<file path="src/rtl/seg7_dec_pkg.sv">
// Shared types and constants for the 7-segment capture decoder.
// Segment order is bit0=a .. bit6=g, 1 = segment lit.
package seg7_dec_pkg;

  typedef enum logic [1:0] {
    IDLE   = 2'd0,
    TRACK  = 2'd1,
    LOCKED = 2'd2
  } seg7_state_e;

  // Packed table: element [i] is the segment code of hex digit i.
  localparam logic [15:0][6:0] SEG7_CODE = {
    7'h71, 7'h79, 7'h5E, 7'h39, 7'h7C, 7'h77, 7'h6F, 7'h7F,
    7'h07, 7'h7D, 7'h6D, 7'h66, 7'h4F, 7'h5B, 7'h06, 7'h3F
  };

  localparam logic [6:0] SEG7_BLANK = 7'h00;

endpackage

</file>
<file path="src/rtl/seg7_pattern_lookup.sv">
// Combinational reverse lookup of a segment pattern to a hex digit.
module seg7_pattern_lookup
  import seg7_dec_pkg::*;
(
  input  logic [6:0] seg_i,
  output logic       is_digit_o,
  output logic       is_blank_o,
  output logic [3:0] digit_o
);

  // Search the code table; codes are unique so at most one entry matches.
  always_comb begin
    is_digit_o = 1'b0;
    digit_o    = 4'd0;
    for (int i = 0; i < 16; i++) begin
      if (seg_i == SEG7_CODE[i]) begin
        is_digit_o = 1'b1;
        digit_o    = 4'(i);
      end
    end
    is_blank_o = (seg_i == SEG7_BLANK);
  end

endmodule

</file>
<file path="src/rtl/seg7_capture_decoder.sv">
// Receive side of the 7-segment loopback path: stability filter, pattern decode,
// illegal-code flagging and accept counting.
// Optional feature: define SEG7_DEC_SEQ_CHECK_EN to enable the count-up sequence checker.
module seg7_capture_decoder
  import seg7_dec_pkg::*;
#(
  parameter int unsigned STABLE_CYCLES = 4,
  parameter int unsigned CNT_W         = 8
) (
  input  logic             clk,
  input  logic             reset,
  input  logic [6:0]       seg_in,
  input  logic             clr_err,
  output logic [3:0]       digit_out,
  output logic             digit_valid,
  output logic             pattern_err,
  output logic             seq_err,
  output logic             locked,
  output logic [CNT_W-1:0] accept_count
);

  localparam int unsigned StabW = (STABLE_CYCLES < 2) ? 1 : $clog2(STABLE_CYCLES + 1);
  localparam logic [StabW-1:0] StableVal = StabW'(STABLE_CYCLES);

  seg7_state_e      state_q, state_d;
  logic [6:0]       seg_q, seg_d;
  logic [StabW-1:0] stab_q, stab_d;
  logic [3:0]       digit_q, digit_d;
  logic             valid_q, valid_d;
  logic             perr_q, perr_d;
  logic             locked_q, locked_d;
  logic [CNT_W-1:0] count_q, count_d;
  logic             accept;

  logic             lk_is_digit;
  logic             lk_is_blank;
  logic [3:0]       lk_digit;

  seg7_pattern_lookup u_lookup (
    .seg_i      (seg_q),
    .is_digit_o (lk_is_digit),
    .is_blank_o (lk_is_blank),
    .digit_o    (lk_digit)
  );

  // Filter counter, FSM next state and event generation.
  always_comb begin
    seg_d    = seg_in;
    stab_d   = (seg_in != seg_q) ? StabW'(1) :
               (stab_q == StableVal) ? stab_q : stab_q + 1'b1;
    state_d  = state_q;
    digit_d  = digit_q;
    valid_d  = 1'b0;
    perr_d   = 1'b0;
    count_d  = count_q;
    accept   = 1'b0;
    unique case (state_q)
      IDLE: begin
        stab_d  = StabW'(1);
        state_d = TRACK;
      end
      TRACK: begin
        if (stab_q == StableVal) begin
          state_d = LOCKED;
          if (lk_is_digit) begin
            accept  = 1'b1;
            digit_d = lk_digit;
            valid_d = 1'b1;
            count_d = count_q + 1'b1;
          end else if (!lk_is_blank) begin
            perr_d = 1'b1;
          end
        end
      end
      LOCKED: begin
        // A change on the evaluation edge leaves stab below the threshold; re-track it.
        if ((seg_in != seg_q) || (stab_q != StableVal)) begin
          state_d = TRACK;
        end
      end
      default: state_d = IDLE;
    endcase
    locked_d = (state_d == LOCKED);
  end

  // State and registered outputs.
  always_ff @(posedge clk or posedge reset) begin
    if (reset) begin
      state_q  <= IDLE;
      seg_q    <= 7'd0;
      stab_q   <= '0;
      digit_q  <= 4'd0;
      valid_q  <= 1'b0;
      perr_q   <= 1'b0;
      locked_q <= 1'b0;
      count_q  <= '0;
    end else begin
      state_q  <= state_d;
      seg_q    <= seg_d;
      stab_q   <= stab_d;
      digit_q  <= digit_d;
      valid_q  <= valid_d;
      perr_q   <= perr_d;
      locked_q <= locked_d;
      count_q  <= count_d;
    end
  end

  assign digit_out    = digit_q;
  assign digit_valid  = valid_q;
  assign pattern_err  = perr_q;
  assign locked       = locked_q;
  assign accept_count = count_q;

`ifdef SEG7_DEC_SEQ_CHECK_EN
  logic [3:0] last_q, last_d;
  logic       have_ref_q, have_ref_d;
  logic       seq_err_q, seq_err_d;

  // Sequence reference; an error in the same cycle as clr_err still wins.
  always_comb begin
    seq_err_d  = clr_err ? 1'b0 : seq_err_q;
    have_ref_d = clr_err ? 1'b0 : have_ref_q;
    last_d     = last_q;
    if (accept) begin
      if (have_ref_q && (lk_digit != last_q + 4'd1)) begin
        seq_err_d = 1'b1;
      end
      last_d     = lk_digit;
      have_ref_d = 1'b1;
    end
  end

  // Sequence checker registers.
  always_ff @(posedge clk or posedge reset) begin
    if (reset) begin
      last_q     <= 4'd0;
      have_ref_q <= 1'b0;
      seq_err_q  <= 1'b0;
    end else begin
      last_q     <= last_d;
      have_ref_q <= have_ref_d;
      seq_err_q  <= seq_err_d;
    end
  end

  assign seq_err = seq_err_q;
`else
  logic unused_clr_err;
  assign unused_clr_err = clr_err;
  assign seq_err        = 1'b0;
`endif

endmodule

</file>
<file path="config.mk">
export PLATFORM = sky130hd
export DESIGN_NAME = seg7_capture_decoder
export DESIGN_NICKNAME = d
export VERILOG_FILES = /design/src/rtl/seg7_dec_pkg.sv /design/src/rtl/seg7_pattern_lookup.sv /design/src/rtl/seg7_capture_decoder.sv
export SDC_FILE = /design/constraint.sdc
export NUM_CORES = 1
export LEC_CHECK = 0
export ABC_AREA = 1
export CORE_ASPECT_RATIO = 0.75
export CORE_MARGIN = 1.5
export CORE_UTILIZATION = 45
export DETAILED_ROUTE_END_ITERATION = 16
export MAX_ROUTING_LAYER = met4
export PLACE_DENSITY = 0.69
export REMOVE_ABC_BUFFERS = 1
export SLEW_MARGIN = 10
export SYNTH_ARGS = -nofsm -noshare
export SYNTH_HDL_FRONTEND = slang
export SYNTH_SLANG_ARGS = --single-unit
</file>
<file path="constraint.sdc">
create_clock -name clk -period 1.4 [get_ports clk]
set_input_delay 0.14 -clock clk [delete_from_list [all_inputs] [get_ports clk]]
set_output_delay 0.14 -clock clk [all_outputs]
set_load 0.03 [all_outputs]
</file>
==> reports/qor.yml <==
cts_sinks: 27
hold_buffers: 0
synth_top_cell_area_share_pct: 43.5
clock_skew_ns: 0.00394
maxCapViolCount: 0
io_buffers: 23
wire_per_inst_um: 13.0
finalCritPeriodShare_pct: 119
root_buffer: "clkbuf_8"
synth_cells: 201
drtPass1Iterations: 4
dpl.hpwl_mm: 2.58
htreeDepth: 1
finalInstanceArea_um2: 2310
outcome: "finished, violations left"
peakVddDrop_uv: 470
synthFlopType: "dfrtp_1"
die_area_um2: 3810
ioPinCount: 26
rsz0062_at_grt: "yes"
ctsLongestPathBuffers: 2
nFillCells: 228
violations: "setup timing"
ff2ff_setup_slack_ns: -0.26
synth_top_cell_by_area: "dfrtp_1"
finalHoldViolCount: 0
grt_pass1_wl_mm: 5.98
synthesis.area_um2: 1550
cp-start-kind: "flip-flop"
synth_most_common_cell: "nand2_1"
synth_top_cells_by_count: "75 x nand2_1, 27 x dfrtp_1, 19 x nor2_1, 18 x inv_1"
ys_ff_latch: 27
track_usage_pct: 21.2
die_w_um: 70.8
clock_latency_ns: 0.28
cp-end-kind: "flip-flop"
syn_to_final_growth_pct: 48.6
path_max_fanout: 13
place.gp.congestion: 1.01
grt_max_degree: 28
period_minus_slack_ns: 1.66
path_clk_slew_ns: 0.09
ant_nets: 0
seq_area_frac_synth_pct: 43.5
synth-edff-count: 0
worst_slack_ns: -0.259
slew_viol_final: 0
worstSetupPathType: "reg -> reg"
max_clock_freq_mhz: 603
dpl_cell_area_um2: 2050
grt_antenna_before_repair: 0
rows: 18
wirelength_mm: 3.91
ys_warn_count: 0
placed_cells: 293
setup_viol: 17
drc: 0
cp.required_ns: 1.57
grt_overflow: 0
power_leakage_nw: 1.25
avgSynthCellArea_um2: 7.72
via_per_inst: 4.87
worstHoldPathType: "in -> async"
drt-initial-drc-count: 101
synthArstFlopShare_pct: 100
num_vias: 1472
yosys-top-cells-area: "dfrtp_1 44%, nand2_1 18%, nor2_1 4.6%"
grt_pass1_vias: 1358
layout.nets: 276
final_cells: 302
ys_types: 25
die_h_um: 53.9
start_util_pct: 47.2
pwr_density_cell_nw_per_um2: 636
cts_tree: "done"
core_region_area_um2: 3290
numCtsBuffers: 3
antenna_cells: 0
drive_gt1_share_pct: 37.0
arrival_ns: 1.83
-- worst paths after layout --
kind                              endpoint          from  cells past startpoint
max                        accept_count[3]      seg_q[1]                     11
min                             state_q[0]         reset                      3
max reg2reg                accept_count[3]      seg_q[1]                     11
min reg2reg                   digit_out[0]  digit_out[0]                      2
max in group asynchronous         seg_q[2]         reset                      3
min in group clk                  seg_q[5]     seg_in[5]                      1
-- flip-flops by register name (all words and copies together), names as in the netlist --
name / count
digit_valid: 1
stab_q: 3
locked: 1
digit_out: 4
state_q: 2
pattern_err: 1
seg_q: 7
accept_count: 8
-- area by class of cell --
class                           instances  area, um^2  share of cell area [%]
Clock buffer                            3        41.3                    1.79
Timing Repair Buffer                   61         536                    23.2
Tap cell                               40        50.0                    2.17
Clock inverter                          1        5.00                   0.217
Sequential cell                        27         682                    29.6
Inverter                               20        75.1                    3.26
Multi-Input combinational cell        150         917                    39.8
-- where the power goes --
group          internal (mW)  total [mW]  leakage (nW)  switching [mW]
Sequential             0.791       0.812         0.346          0.0205
Combinational          0.100       0.210         0.875           0.110
Clock                  0.200       0.443        0.0255           0.243
Total                   1.09        1.47          1.25           0.374
-- kinds of logic after synthesis --
family	count (synthesis)	synth area share, %
simple gates	123	34.7
flops	27	43.5
buf+inv	24	7.50
xor+xnor	15	8.47
compound gates	8	3.15
fa+ha+maj	3	2.42
other cells	1	0.242
-- metrics by stage --
step | setup slack [ns] | util, % | power [mW] | TNS [ns] | hold WS [ns]
finish | -0.259 | 70.1 | 1.47 | -3.23 | 0.221
global route | -0.352 | 70.1 | 1.54 | -4.89 | 0.277
CTS | -0.190 | 66.9 | 1.46 | -2.36 | 0.226
detailed placement | -0.247 | 62.4 | 0.983 | -3.63 | 0.480
global placement | -0.205 | 62.4 | 0.982 | -3.13 | 0.465
floorplan | -0.112 | - | 0.903 | -1.34 | 0.171
-- what timing repair did --
item                                    CTS  global route
buffers inserted                          6             2
endpoints found under the setup margin   35            20
pin swaps                                17            20
gates resized for setup                  42            32
-- metal layers --
layer / up-vias / routed length, um / GRT usage, %
met5: - / 0 / -
met4: 0 / 45 / 6.29
met3: 6 / 224 / 5.81
met2: 42 / 1910 / 34.1
met1: 685 / 1740 / 26.8
li1: 739 / - / -
-- placed cells by master (no fill, tap or decap), types with 2 or more instances in the layout --
master	netlist	final
a21oi_2	0	2
buf_4	1	30
buf_6	3	7
clkbuf_8	0	3
clkdlybuf4s50_1	0	8
dfrtp_1	27	22
dfrtp_2	0	5
dlygate4sd2_1	0	15
ha_1	3	3
inv_1	18	15
inv_2	2	5
nand2_1	75	62
nand2_2	4	14
nand2_4	0	3
nand3_1	8	5
nand3_2	1	4
nand4_1	4	4
nor2_1	19	10
nor2_2	3	8
nor2_4	3	7
nor3_1	4	3
o21ai_1	0	2
xnor2_1	7	4
xnor2_2	0	3
xor2_1	8	7
-- worst max-delay path, cell delays in order, from the launching register on --
cell and delay (ns):
dfrtp_1 0.44, nand2_2 0.14, inv_1 0.08, nand3_1 0.09, nand2_1 0.09, nor2_2 0.15, nand2_4 0.09, nor2_4 0.16
nor2_4 0.05, buf_12 0.14, nand2_1 0.05, nand2_1 0.06
Note: power is estimated with default switching activity, not from simulation.
==> variant 1, RTL diff (config.mk and constraints unchanged) <==
The 3 states of `seg7_state_e` get a one-hot encoding in 3 bits.
--- a/src/rtl/seg7_dec_pkg.sv
+++ b/src/rtl/seg7_dec_pkg.sv
@@ -3,8 +3,8 @@
 package seg7_dec_pkg;
 
-  typedef enum logic [1:0] {
-    IDLE   = 2'd0,
-    TRACK  = 2'd1,
-    LOCKED = 2'd2
+  typedef enum logic [2:0] {
+    IDLE   = 3'b001,
+    TRACK  = 3'b010,
+    LOCKED = 3'b100
   } seg7_state_e;
 
Check against the original RTL: no difference found for any inputs over 10 cycles, from zero or initial values and one cycle with reset high; not proved beyond that.
==> variant 1 against the unedited design <==
First-iteration DRC count down 52%. Hold slack lost 0.18 ns. Area after synthesis up 6.6%. Largest power group unchanged. Total power grew 24%. Setup slack better by 0.027 ns. Cell area grew 9.3%. Highest routed layer unchanged. Final cell count grew 11%. Routed wire length decreased by 3.8%. Sequential cell count grew 1. Synthesized cell count grew 6.0%. The run still ends with setup timing left. Sequential power grew 13%. Clock power grew 9.0%.
==> variant 1: results (changes against the unedited design) <==
metric;value;unit;change
worst_clock_skew;0.003290;ns;-0.0006460 ns
worstPathArrival;1.79;ns;-0.04 ns
drive_gt1_share;39.16;%;+2.1 points
synth_seq_area_share;42.44;%;-1.1 points
wl_met1;1680;µm;-3.2%
worst_hold_slack;0.04289;ns;-0.1784 ns
viasPerCell;4.693;;-3.7%
synth_cells;213;;+6.0%
synth.area.top_cells;dfrtp_1 (41%), nand2_1 (15%), nand3_1 (5.4%);;
pre_cts_ws;-0.2465;ns;+0.0001910 ns
largest_reg_flops;8;;unchanged
wl_per_cell;11.20;µm;-14%
setup_violations;18;;+1
violations;setup timing;;
wl_met2;1853;µm;-2.8%
reg2reg_depth;12;;+1
timing.final.ws_setup;-0.2323;ns;+0.02685 ns
multi_input_area;999.7;µm²;+9.0%
grt_pass1_vias;1456;;+7.2%
grt_use_met3;4.745;%;-1.1 points
yosysWarnings;0;;unchanged
ir_drop;0.0005490;V;+17%
placed_cells;316;;+7.8%
diodes;0;;unchanged
power.leakage;1.428;nW;+15%
timing.setup.tns;-2.915;ns;+0.3114 ns
globalRouteMet2Util;32.21;%;-1.9 points
synth_commonest_cells;nand2_1 (67), dfrtp_1 (27), inv_1 (23), nor2_1 (23), nand3_1 (18);;
grtUsageMet1;25.64;%;-1.2 points
final_nets;300;;+8.7%
cp_slowest_cell;dfrtp_2;;
drt_iter0_drc;48;;-52%
grt_pass1_wl;6223;µm;+4.2%
placed_area;2172;µm²;+5.9%
crit_fanout;7;;-6
async_reset_ff_share;100.0;%;unchanged
grt_max_degree;16;;-43%
synth.distinct_cells;24;;-4.0%
grt.total_usage;20.08;%;-1.2 points
wl;3763;µm;-3.8%
place.gp.congestion;0.8500;;-16%
place_hpwl;2580;µm;about the same
status;complete, but fails checks;;
met3_length;143;µm;-36%
fill_cells;253;;+11%
## variant 1: cell types whose count changed in the layout (fill, tap and decap cells not counted), moves of 3 or more
cell	before	now
nand2_1	62	55
nand2_4	3	7
inv_1	15	22
nand3_1	5	13
nor2_4	7	11
nor2_1	10	13
buf_4	30	44
buf_6	7	3
## variant 1: logic make-up (layout without fill, tap and decap cells)
| kind of cell | count (synthesis) | count (layout) | synth area share [%] |
|---|---|---|---|
| adders and majority gates | 3 | 3 | 2.270 |
| DFF | 28 | 28 | 42.44 |
| xor gates and xnor gates | 15 | 15 | 7.943 |
| other | 1 | 1 | 0.2267 |
| buffers and inverters | 30 | 103 | 7.035 |
| AOI/OAI and AO/OA | 4 | 4 | 1.513 |
| and+or+nand+nor | 132 | 132 | 38.58 |
## variant 1: final timing paths
path                              start         endpoint
hold / removal                    reset        stab_q[0]
setup reg to reg               seg_q[4]  accept_count[7]
hold reg to reg            digit_out[3]     digit_out[3]
min in group clk              seg_in[0]         seg_q[0]
max in group asynchronous         reset       state_q[0]
setup / recovery               seg_q[4]  accept_count[7]
## variant 1: layout make-up
| type | instances | share of cell area [%] |
|---|---|---|
| clock buffers | 4 | 2.185 |
| inverters | 29 | 4.518 |
| multi-input cells | 155 | 39.67 |
| flip-flops and latches | 28 | 28.15 |
| well taps | 50 | 2.483 |
| repair buffers | 70 | 22.99 |
## variant 1: where the power goes
part	leakage, nW	internal (W)	switching, W
registers	0.358	0.000863	0.0000510
logic	1.04	0.000189	0.000230
clock network	0.0288	0.000252	0.000231
## variant 1: repair_timing
action | 4_1_cts | 5_1_grt
setup buffers | 7 | 10
endpoints found under the setup margin | 33 | 21
hold endpoints to repair | 0 | 0
hold buffers | 0 | 0
gates cloned | 0 | 0
pin swaps | 7 | 15
resized for setup | 37 | 33
==> variant 2, RTL diff (same flow settings) <==
Made on the original files. `CNT_W`: 8 -> 9.
--- a/src/rtl/seg7_capture_decoder.sv
+++ b/src/rtl/seg7_capture_decoder.sv
@@ -6,5 +6,5 @@
 #(
   parameter int unsigned STABLE_CYCLES = 4,
-  parameter int unsigned CNT_W         = 8
+  parameter int unsigned CNT_W         = 9
 ) (
   input  logic             clk,
Interface: changed (resized accept_count); port bits go from 26 to 27. No check against the original RTL was run, so the function may have changed too.
==> variant 2 against the unedited design <==
The flow finishes with violations (DRC, setup timing). Area after synthesis increased by 3.1%. Sequential cell count up 1. Count of clock-buffer cells in the layout increased by 1. Hold slack gained 0.0060 ns. Clock skew fell by 0.0015 ns. Total power rose by 5.0%. Cell area increased by 4.2%. Routed wire length is 9.3% lower. Setup slack gained 0.063 ns. Sequential power up 3.6%. Critical endpoint is now accept_count[4].
==> variant 2: results (changes against the unedited design) <==
metric;value;unit;change
worstPathArrival;1.80;ns;-0.03 ns
synth.distinct_cells;28;;+12%
wl;3549;µm;-9.3%
violations;DRC, setup timing;;
yosysWarnings;0;;unchanged
power.leakage;1.236;nW;-0.80%
clk_latency;0.27;ns;
intPower;0.001174;W;+7.5%
worstSetupPathType;register to register;;
grt_max_degree;29;;+3.6%
grt_overflow;0;;unchanged
drcViolationCount;3;;+3
htree_levels;1;;unchanged
synth.area.top_cells;dfrtp_1 (44%), nand2_1 (14%), xor2_1 (5.5%);;
drive_gt1_share;43.13;%;+6.1 points
async_reset_ff_share;100.0;%;unchanged
crit_fanout;6;;-7
largest_reg_flops;9;;+1
synth-main-ff-cell;dfrtp_1;;
grt_pass1_wl;5637;µm;-5.7%
synth_edf_count;0;;unchanged
io_buffers;24;;+4.3%
antenna_found_initial;0;;unchanged
status;complete, but fails checks;;
timing.setup.tns;-2.980;ns;+0.2460 ns
synth_seq_area_share;43.82;%;+0.27 points
vias;1455;;-1.2%
ir_drop;0.0004594;V;-2.3%
final_nets;276;;unchanged
diodes;0;;unchanged
r2r_start;seg_q[2];;
place.gp.congestion;0.9658;;-4.7%
drt_first_pass_iters;10;;+6
timing.final.ws_setup;-0.1959;ns;+0.06320 ns
cts_root_buf;clkbuf_8;;
place_hpwl;2568;µm;-0.58%
setup_violations;21;;+4
cts_buffers;3;;unchanged
hold_path.class;primary input to async pin;;
grt_pass1_vias;1305;;-3.9%
grt.total_usage;19.30;%;-1.9 points
clk_pin_slew;0.09;ns;about the same
worst_clock_skew;0.002387;ns;-0.001550 ns
synth_commonest_cells;nand2_1 (58), dfrtp_1 (28), nor2_1 (21);;
clockBufferDepth;2;;unchanged
drt_iter0_drc;58;;-43%
[variant 2: through the flow]
| stage | hold slack (ns) | instance area (µm²) | util (%) | setup WS (ns) | instances |
|---|---|---|---|---|---|
| 3_3_place_gp | 0.4682 | 2098 | 62.95 | -0.2393 | 292 |
| 3_5_place_dp | 0.4725 | 2098 | 62.95 | -0.3297 | 292 |
| 6_report | 0.2273 | 2402 | 72.07 | -0.1959 | 302 |
| 2_1_floorplan | 0.1714 | 1568 | - | -0.1383 | 196 |
| 4_1_cts | 0.2412 | 2255 | 67.64 | -0.1966 | 300 |
| 5_1_grt | 0.2607 | 2402 | 72.07 | -0.3169 | 302 |
[variant 2: logic make-up (layout without fill, tap and decap cells)]
family | Yosys count | after routing | share of synthesized area, %
flip-flops | 28 | 28 | 43.82
XOR/XNOR | 16 | 16 | 8.763
buffers and inverters | 24 | 85 | 6.650
adder cells (fa/ha/maj) | 3 | 3 | 2.348
other | 1 | 1 | 0.2345
AO/OA/AOI/OAI | 14 | 15 | 5.634
AND/OR/NAND/NOR | 114 | 114 | 32.55
[variant 2: what timing repair did]
action	CTS	global route
resized for setup	47	43
gates cloned	1	1
setup endpoints to repair	37	21
pin swaps	12	13
setup buffers	3	2
[variant 2: area by class of cell]
class / instances / area (µm²)
Sequential cell: 28 / 706.9
Clock buffer: 4 / 55.05
Multi-Input combinational cell: 149 / 992.2
Tap cell: 40 / 50.05
Timing Repair Buffer: 61 / 520.5
Inverter: 20 / 77.57
Fill cell: 270 / 930.9
[variant 2: path summary, 6_finish.rpt]
| check | to | slack (ns) | cells after the start |
|---|---|---|---|
| setup / recovery | accept_count[4] | -0.20 | 11 |
| hold / removal | stab_q[0] | 0.23 | 3 |
| setup reg to reg | accept_count[4] | -0.20 | 11 |
| hold reg to reg | digit_out[3] | 0.48 | 2 |
| max in group asynchronous | seg_q[5] | 0.89 | 3 |
| min in group clk | seg_q[2] | 0.35 | 1 |
[variant 2: power groups by stage]
stage / Combinational, W / Sequential [W] / Clock (W)
floorplan: 0.0000842 / 0.000851 / 0
global placement: 0.000164 / 0.000849 / 0
detailed placement: 0.000164 / 0.000850 / 0
CTS: 0.000189 / 0.000835 / 0.000503
global route: 0.000232 / 0.000844 / 0.000535
finish: 0.000212 / 0.000841 / 0.000486
[variant 2: routing by layer]
metal	track usage, %	part of all wire (%)	vias to the layer above
li1	-	-	749
met1	23.57	46	677
met2	33.64	50	25
met3	4.236	3.7	4
met4	4.088	0.70	0
met5	-	0	-
[variant 2: worst max-delay path, cell delays in order (launching register included)]
cell,delay (ns)
dfrtp_1,0.46
nand2_4,0.11
nor2_4,0.14
nand2_1,0.08
nor2_2,0.15
nor2_4,0.06
nand2_4,0.10
nor2_4,0.05
nor2_4,0.12
buf_6,0.15
nand2_4,0.04
o21ai_2,0.05
